## config.mk

```make
export PLATFORM = sky130hd
export DESIGN_NAME = wave_display_reader
export DESIGN_NICKNAME = d
export VERILOG_FILES = /design/src/rtl/wave_display_reader.sv
export SDC_FILE = /design/constraint.sdc
export NUM_CORES = 1
export LEC_CHECK = 0
export ABC_AREA = 1
export CORE_MARGIN = 8
export CORE_UTILIZATION = 48
export CTS_CLUSTER_DIAMETER = 120
export CTS_CLUSTER_SIZE = 40
export DETAILED_ROUTE_END_ITERATION = 16
export GPL_TIMING_DRIVEN = 0
export PLACE_DENSITY = 0.87
export SYNTH_ARGS = -nofsm -noshare
export SYNTH_HDL_FRONTEND = slang
export SYNTH_SLANG_ARGS = --single-unit
```

## constraint.sdc

```tcl
create_clock -name clk -period 2.6 [get_ports clk]
set_input_delay 0.78 -clock clk [delete_from_list [all_inputs] [get_ports clk]]
set_output_delay 0.78 -clock clk [all_outputs]
set_load 0.01 [all_outputs]
```

## src/rtl/wave_display_reader.sv

```systemverilog
// wave_display_reader: read side of the dual-buffer waveform display.
// Walks the captured half of the sample RAM as the raster crosses the waveform
// window, turns each sample into a lit row range and drives the pixel colour.
// wave_display_idle tells the capture side when a buffer swap is safe.
module wave_display_reader #(
  parameter logic [10:0] X_MIN = 11'd64,
  parameter logic [9:0]  Y_MIN = 10'd112,
  parameter logic [23:0] COLOR = 24'hFFFFFF
) (
  input  logic        clk,
  input  logic        rst,
  input  logic [10:0] x,
  input  logic [9:0]  y,
  input  logic        valid,
  input  logic        read_index,
  input  logic [7:0]  read_value,
  output logic [8:0]  read_address,
  output logic        wave_display_idle,
  output logic        valid_pixel,
  output logic [7:0]  r,
  output logic [7:0]  g,
  output logic [7:0]  b
);

  typedef enum logic {S_WAIT, S_DRAW} state_t;

  function automatic logic [7:0] min8(input logic [7:0] a, input logic [7:0] c);
    return (a < c) ? a : c;
  endfunction

  function automatic logic [7:0] max8(input logic [7:0] a, input logic [7:0] c);
    return (a > c) ? a : c;
  endfunction

  state_t      state_q, state_d;
  logic        idx_q, idx_d;

  logic [10:0] dx;
  logic [9:0]  dy;
  logic        in_x, in_y, win, first, chg;
  logic [7:0]  smp, row;

  logic [8:0]  read_address_q, read_address_d;
  logic [7:0]  last_smp_q, last_smp_d;
  logic        vld_p1_q, vld_p1_d;
  logic        win_p1_q, win_p1_d;
  logic [7:0]  row_p1_q, row_p1_d;
  logic        first_p1_q, first_p1_d;
  logic        chg_p1_q, chg_p1_d;

  logic [7:0]  cur, lo, hi;
  logic        lit;
  logic [7:0]  prev_q, prev_d;
  logic        vld_p2_q, vld_p2_d;
  logic [23:0] rgb_q, rgb_d;

  // Window decode; subtraction wraps so columns/rows left of or above the window fall out too.
  assign dx    = x - X_MIN;
  assign dy    = y - Y_MIN;
  assign in_x  = (dx < 11'd512);
  assign in_y  = (dy < 10'd256);
  assign win   = valid & in_x & in_y;
  assign smp   = dx[8:1];
  assign row   = dy[7:0];
  assign first = (x == X_MIN);
  assign chg   = first | (smp != last_smp_q);

  // Frame FSM: latch the buffer index on window-row entry, hold it until the rows are left.
  always_comb begin
    state_d = state_q;
    idx_d   = idx_q;
    case (state_q)
      S_WAIT: begin
        if (valid && in_y) begin
          state_d = S_DRAW;
          idx_d   = read_index;
        end
      end
      S_DRAW: begin
        if (valid && !in_y) begin
          state_d = S_WAIT;
        end
      end
      default: state_d = S_WAIT;
    endcase
  end

  // Stage 1: issue the RAM address and carry the pixel context alongside the read.
  always_comb begin
    read_address_d = read_address_q;
    last_smp_d     = last_smp_q;
    if (win) begin
      read_address_d = {idx_d, smp};
      last_smp_d     = smp;
    end
    vld_p1_d   = valid;
    win_p1_d   = win;
    row_p1_d   = row;
    first_p1_d = first;
    chg_p1_d   = win & chg;
  end

  // Stage 2: sample arrives; light rows between the previous and current sample values.
  always_comb begin
    cur = 8'd255 - read_value;
    if (first_p1_q) begin
      lo = cur;
      hi = cur;
    end else begin
      lo = min8(prev_q, cur);
      hi = max8(prev_q, cur);
    end
    lit      = win_p1_q & (row_p1_q >= lo) & (row_p1_q <= hi);
    prev_d   = (win_p1_q && chg_p1_q) ? cur : prev_q;
    vld_p2_d = vld_p1_q;
    rgb_d    = lit ? COLOR : 24'h0;
  end

  // State and pipeline registers, all cleared by the asynchronous reset.
  always_ff @(posedge clk or negedge rst) begin
    if (!rst) begin
      state_q        <= S_WAIT;
      idx_q          <= 1'b0;
      read_address_q <= 9'd0;
      last_smp_q     <= 8'd0;
      vld_p1_q       <= 1'b0;
      win_p1_q       <= 1'b0;
      row_p1_q       <= 8'd0;
      first_p1_q     <= 1'b0;
      chg_p1_q       <= 1'b0;
      prev_q         <= 8'd0;
      vld_p2_q       <= 1'b0;
      rgb_q          <= 24'h0;
    end else begin
      state_q        <= state_d;
      idx_q          <= idx_d;
      // stage 1 boundary
      read_address_q <= read_address_d;
      last_smp_q     <= last_smp_d;
      vld_p1_q       <= vld_p1_d;
      win_p1_q       <= win_p1_d;
      row_p1_q       <= row_p1_d;
      first_p1_q     <= first_p1_d;
      chg_p1_q       <= chg_p1_d;
      // stage 2 boundary
      prev_q         <= prev_d;
      vld_p2_q       <= vld_p2_d;
      rgb_q          <= rgb_d;
    end
  end

  assign read_address      = read_address_q;
  assign wave_display_idle = (state_q == S_WAIT);
  assign valid_pixel       = vld_p2_q;
  assign r                 = rgb_q[23:16];
  assign g                 = rgb_q[15:8];
  assign b                 = rgb_q[7:0];

endmodule

```

==> summary.txt, run 1 <==
Outcome
  – Status: complete, but fails checks
  – Failing checks: negative setup slack

Timing
  – Final Cycle Share: 107%
  – Min Tclk post-route: between 2 and 3 ns
  – Final clock skew: approximately 0.0053 ns
  – Rel. slew slack: roughly half
  – Slew @ Worst Pin: 0.743 ns
  – Final setup margin: -0.186 ns
  – Max Clk Rate: 359 MHz
  – Hold Vio Cnt, Final: 0
  – Final setup fails: 1
  – Final Max Tran Viols: 0
  – Final Hold Slack: 0.351 ns
  – RSZ-0062 raised after global routing: yes

Setup path
  – Worst setup SP type: input pin
  – CP max-delay cell: ha_2
  – Worst r2r src: prev_q[7]
  – Critical-path maximum fanout: 5
  – Max incr delay on CP: 0.34 ns
  – Critical path, cell by cell: clkdlybuf4s15_2, ha_2, nand2_2, nor2_4, nand2_2, nand3b_1, buf_2, o21ai_1, ha_1, a21oi_1, o21ai_1, nand2_1, nand3_1, nand2_1, nor2_1
  – CP startpoint: read_value[4]
  – CP Capture Point: rgb_q[22]
  – RR Endpoint: rgb_q[22]
  – Path depth of the worst reg2reg path: 13
  – Crit path kind: input pin to flip-flop
  – Critical Path RT: 2.78 ns
  – Crit path arrival time: 2.97 ns
  – Reg2reg setup slack: 0.04 ns
  – Crit path capture type: flip-flop

Synth
  – Synth warn: 0
  – Synth top cells by count: nand2_1 (76), dfrtp_1 (33), o21ai_0 (32), ha_1 (27)
  – Most common cell in the netlist: nand2_1
  – Top cell type's share of synthesized area: 36.3%
  – Mux cell area share after synthesis: 0%
  – Seq cells post-synth: 33
  – Simple-Gate Fraction of Synth Area: 21.1%
  – Sequential fraction of the synthesis area: between 30% and 40%
  – Post-Syn Nets: 344
  – Gate Count Post-Synth: about 280
  – Synth Cell Area: 2280 um^2
  – Largest area contributor in the netlist: dfrtp_1
  – Avg Inst Size Synth: 8.02 um^2
  – Post-synth EDFFs: 0
  – Post-synthesis compound-gate area fraction: 11.4%
  – Synth cell types: 25
  – Async S/R FF share, synth: 100%
  – Largest family of logic cells by synthesized area: simple AND/OR/NAND/NOR gates
  – Most area-consuming cells after synthesis: dfrtp_1 (36%), ha_1 (15%), nand2_1 (13%)
  – Post-Synth XOR/XNOR Area: ~3.5%
  – Post-Synth Adder-Cell Area: between 10% and 20%
  – Main synth FF type: dfrtp_1

GRT
  – Gr ovfl total: 0
  – First-pass GRT wire length: between 9000 and 10000 um
  – Initial antenna violation count: 0
  – Number of global-route vias before repair: 2162
  – Global Route Usage Sum: 16.8%
  – Maximum number of pins on one net before global-route repair: 34

Power and ir drop
  – Maximum VDD drop: 0.344 mV
  – PwrDens: between 400 and 500 nW/um^2
  – Static Leak: 1.60 nW

Placement
  – Placed Cells: 405
  – DP Area: between 3000 and 4000 um^2
  – Port Buffers: 67
  – GPL Wtd Cong: around 0.87
  – Hpwl dp: 4420 um
  – Place WS: -0.801 ns

Drt
  – DRT iter0 DRCs: 186
  – DRC: 0
  – Routed Antenna Nets: 0
  – Vias: 2235
  – Final WL: roughly 6500 um
  – Vias/cell: 5.30
  – Routed wire per std cell: 15.5 um
  – First-pass DRT Iterations: 4

Die
  – Die X: 84.9 um
  – CORE AREA: roughly 4700 um^2
  – FP Rows: 25
  – Die ar.: 7200 um^2
  – Die H: about 85 um
  – IO Count: slightly below 70
  – Initial Utilization: 48.9%

Clock network
  – Clock slew at reported path FFs: 0.07 ns
  – CTS Buf Count: 5
  – TritonCTS clock tree: built
  – # H-tree levels: 2
  – CTS Sinks: 33
  – Worst-Skew Late Latency: ~0.29 ns
  – Root buffer cell: clkbuf_8
  – Max clock buf depth: 2
  – CTS Hold Bufs: 0

Hold path
  – Min-Delay Path Class: flip-flop to flip-flop

Run
  – Max_cap viols: 0

Finish
  – Core Util, Final: between 70% and 80%
  – Share of cells above drive strength 1: 23.6%
  – Layout Cells excl Fill: roughly 420
  – # fillers: 362
  – Area Growth Syn to Fin: 45.2%
  – Multi-input logic area: 1300 um^2
  – Antenna Cells: 0
  – Register area: about 830 um^2
  – Nets@finish: 428
  – Finished Cell Area: around 3300 um^2
layout by cell type (no fill, tap or decap):
| cell type | netlist | final |
|---|---|---|
| a21oi_1 | 14 | 8 |
| a21oi_2 | 0 | 6 |
| buf_2 | 2 | 6 |
| buf_4 | 23 | 31 |
| buf_6 | 1 | 4 |
| clkbuf_1 | 1 | 2 |
| clkbuf_2 | 0 | 1 |
| clkbuf_8 | 0 | 6 |
| clkdlybuf4s15_2 | 0 | 3 |
| clkdlybuf4s50_1 | 0 | 58 |
| dfrtp_1 | 33 | 32 |
| dfrtp_2 | 0 | 1 |
| ha_1 | 27 | 20 |
| ha_2 | 0 | 1 |
| ha_4 | 0 | 6 |
| inv_1 | 23 | 22 |
| inv_2 | 3 | 4 |
| nand2_1 | 76 | 69 |
| nand2_2 | 2 | 7 |
| nand2_4 | 0 | 2 |
| nand3_1 | 6 | 6 |
| nand3_2 | 2 | 2 |
| nand3b_1 | 1 | 1 |
| nand4_1 | 6 | 6 |
| nor2_1 | 14 | 12 |
| nor2_2 | 2 | 3 |
| nor2_4 | 1 | 2 |
| nor3_1 | 1 | 1 |
| o21a_1 | 3 | 3 |
| o21ai_0 | 32 | 23 |
| o21ai_1 | 0 | 8 |
| o21ai_2 | 0 | 1 |
| o22ai_1 | 1 | 1 |
| or2_2 | 1 | 1 |
| xnor2_1 | 1 | 1 |
| xor2_1 | 8 | 8 |
worst min-delay path by stage:
| stage | to | slack, ns | depth (start not counted) | from |
|---|---|---|---|---|
| floorplan | valid_pixel | 0.33 | 0 | vld_p1_q |
| global placement | valid_pixel | 0.33 | 0 | vld_p1_q |
| global route | valid_pixel | 0.37 | 0 | vld_p1_q |
| CTS | valid_pixel | 0.35 | 0 | vld_p1_q |
| finish | valid_pixel | 0.35 | 0 | vld_p1_q |
| detailed placement | valid_pixel | 0.34 | 0 | vld_p1_q |
critical path, delay by kind of cell:
family / cells / cell delay, ns
adder cells (fa/ha/maj): 2 / 0.66
buffers and inverters: 2 / 0.43
AND/OR/NAND/NOR: 8 / 0.75
AO/OA/AOI/OAI: 3 / 0.34
logic make-up after synthesis:
group	count (synthesis)
simple gates	112
buf+inv	53
compound gates	50
flops	33
fa+ha+maj	27
xor+xnor	9
flip-flops by register name (all words and copies together) (netlist names), named ones only:
| register | cells |
|---|---|
| chg_p1_q | 1 |
| first_p1_q | 1 |
| idx_q | 1 |
| prev_q | 8 |
| read_address | 9 |
| rgb_q | 1 |
| row_p1_q | 8 |
| valid_pixel | 1 |
| vld_p1_q | 1 |
| win_p1_q | 1 |
what timing repair did:
item,CTS,global route
buffers inserted,8,0
endpoints found under the hold margin,0,0
setup endpoints to repair,1,25
pin swaps,28,8
cloned,1,1
gates resized for setup,44,22
per-layer routing:
metal / track usage, % / vias up / wire length, um
li1: - / 1072 / -
met2: 29.8 / 117 / 3330
met5: 0 / - / 0
met4: 7.61 / 0 / 204
met1: 17.3 / 1019 / 2490
met3: 6.27 / 27 / 508
where the power goes:
part / switching [mW] / leakage (nW) / total (mW) / internal (mW)
combinational: 0.296 / 1.17 / 0.595 / 0.299
sequential: 0.0619 / 0.378 / 0.647 / 0.585
clock: 0.179 / 0.0443 / 0.389 / 0.210
final cells by class:
| type | instances | share of cell area, % |
|---|---|---|
| multi-input cells | 198 | 39.2 |
| plain buffers | 27 | 6.36 |
| flip-flops and latches | 33 | 25.0 |
| repair buffers | 77 | 21.8 |
| inverters | 26 | 2.95 |
| well taps | 54 | 2.04 |
| clock buffers | 7 | 2.61 |
per-stage QoR:
stage	power, mW	setup TNS (ns)
after detailed placement	1.17	-0.801
after global placement	1.14	-0.718
after CTS	1.60	0
final	1.63	-0.186
after floorplan	0.917	0
after global routing	1.74	-0.256
Note: power is estimated with default switching activity, not from simulation.
==> inputs of run 2 (changes only) <==
--- a/config.mk
+++ b/config.mk
@@ -9,7 +9,7 @@
 export CORE_MARGIN = 8
 export CORE_UTILIZATION = 48
 export CTS_CLUSTER_DIAMETER = 120
-export CTS_CLUSTER_SIZE = 40
+export CTS_CLUSTER_SIZE = 30
 export DETAILED_ROUTE_END_ITERATION = 16
 export GPL_TIMING_DRIVEN = 0
 export PLACE_DENSITY = 0.87
==> results of run 2 <==
The final DEF is identical to that of run 1; final timing and power are the same.
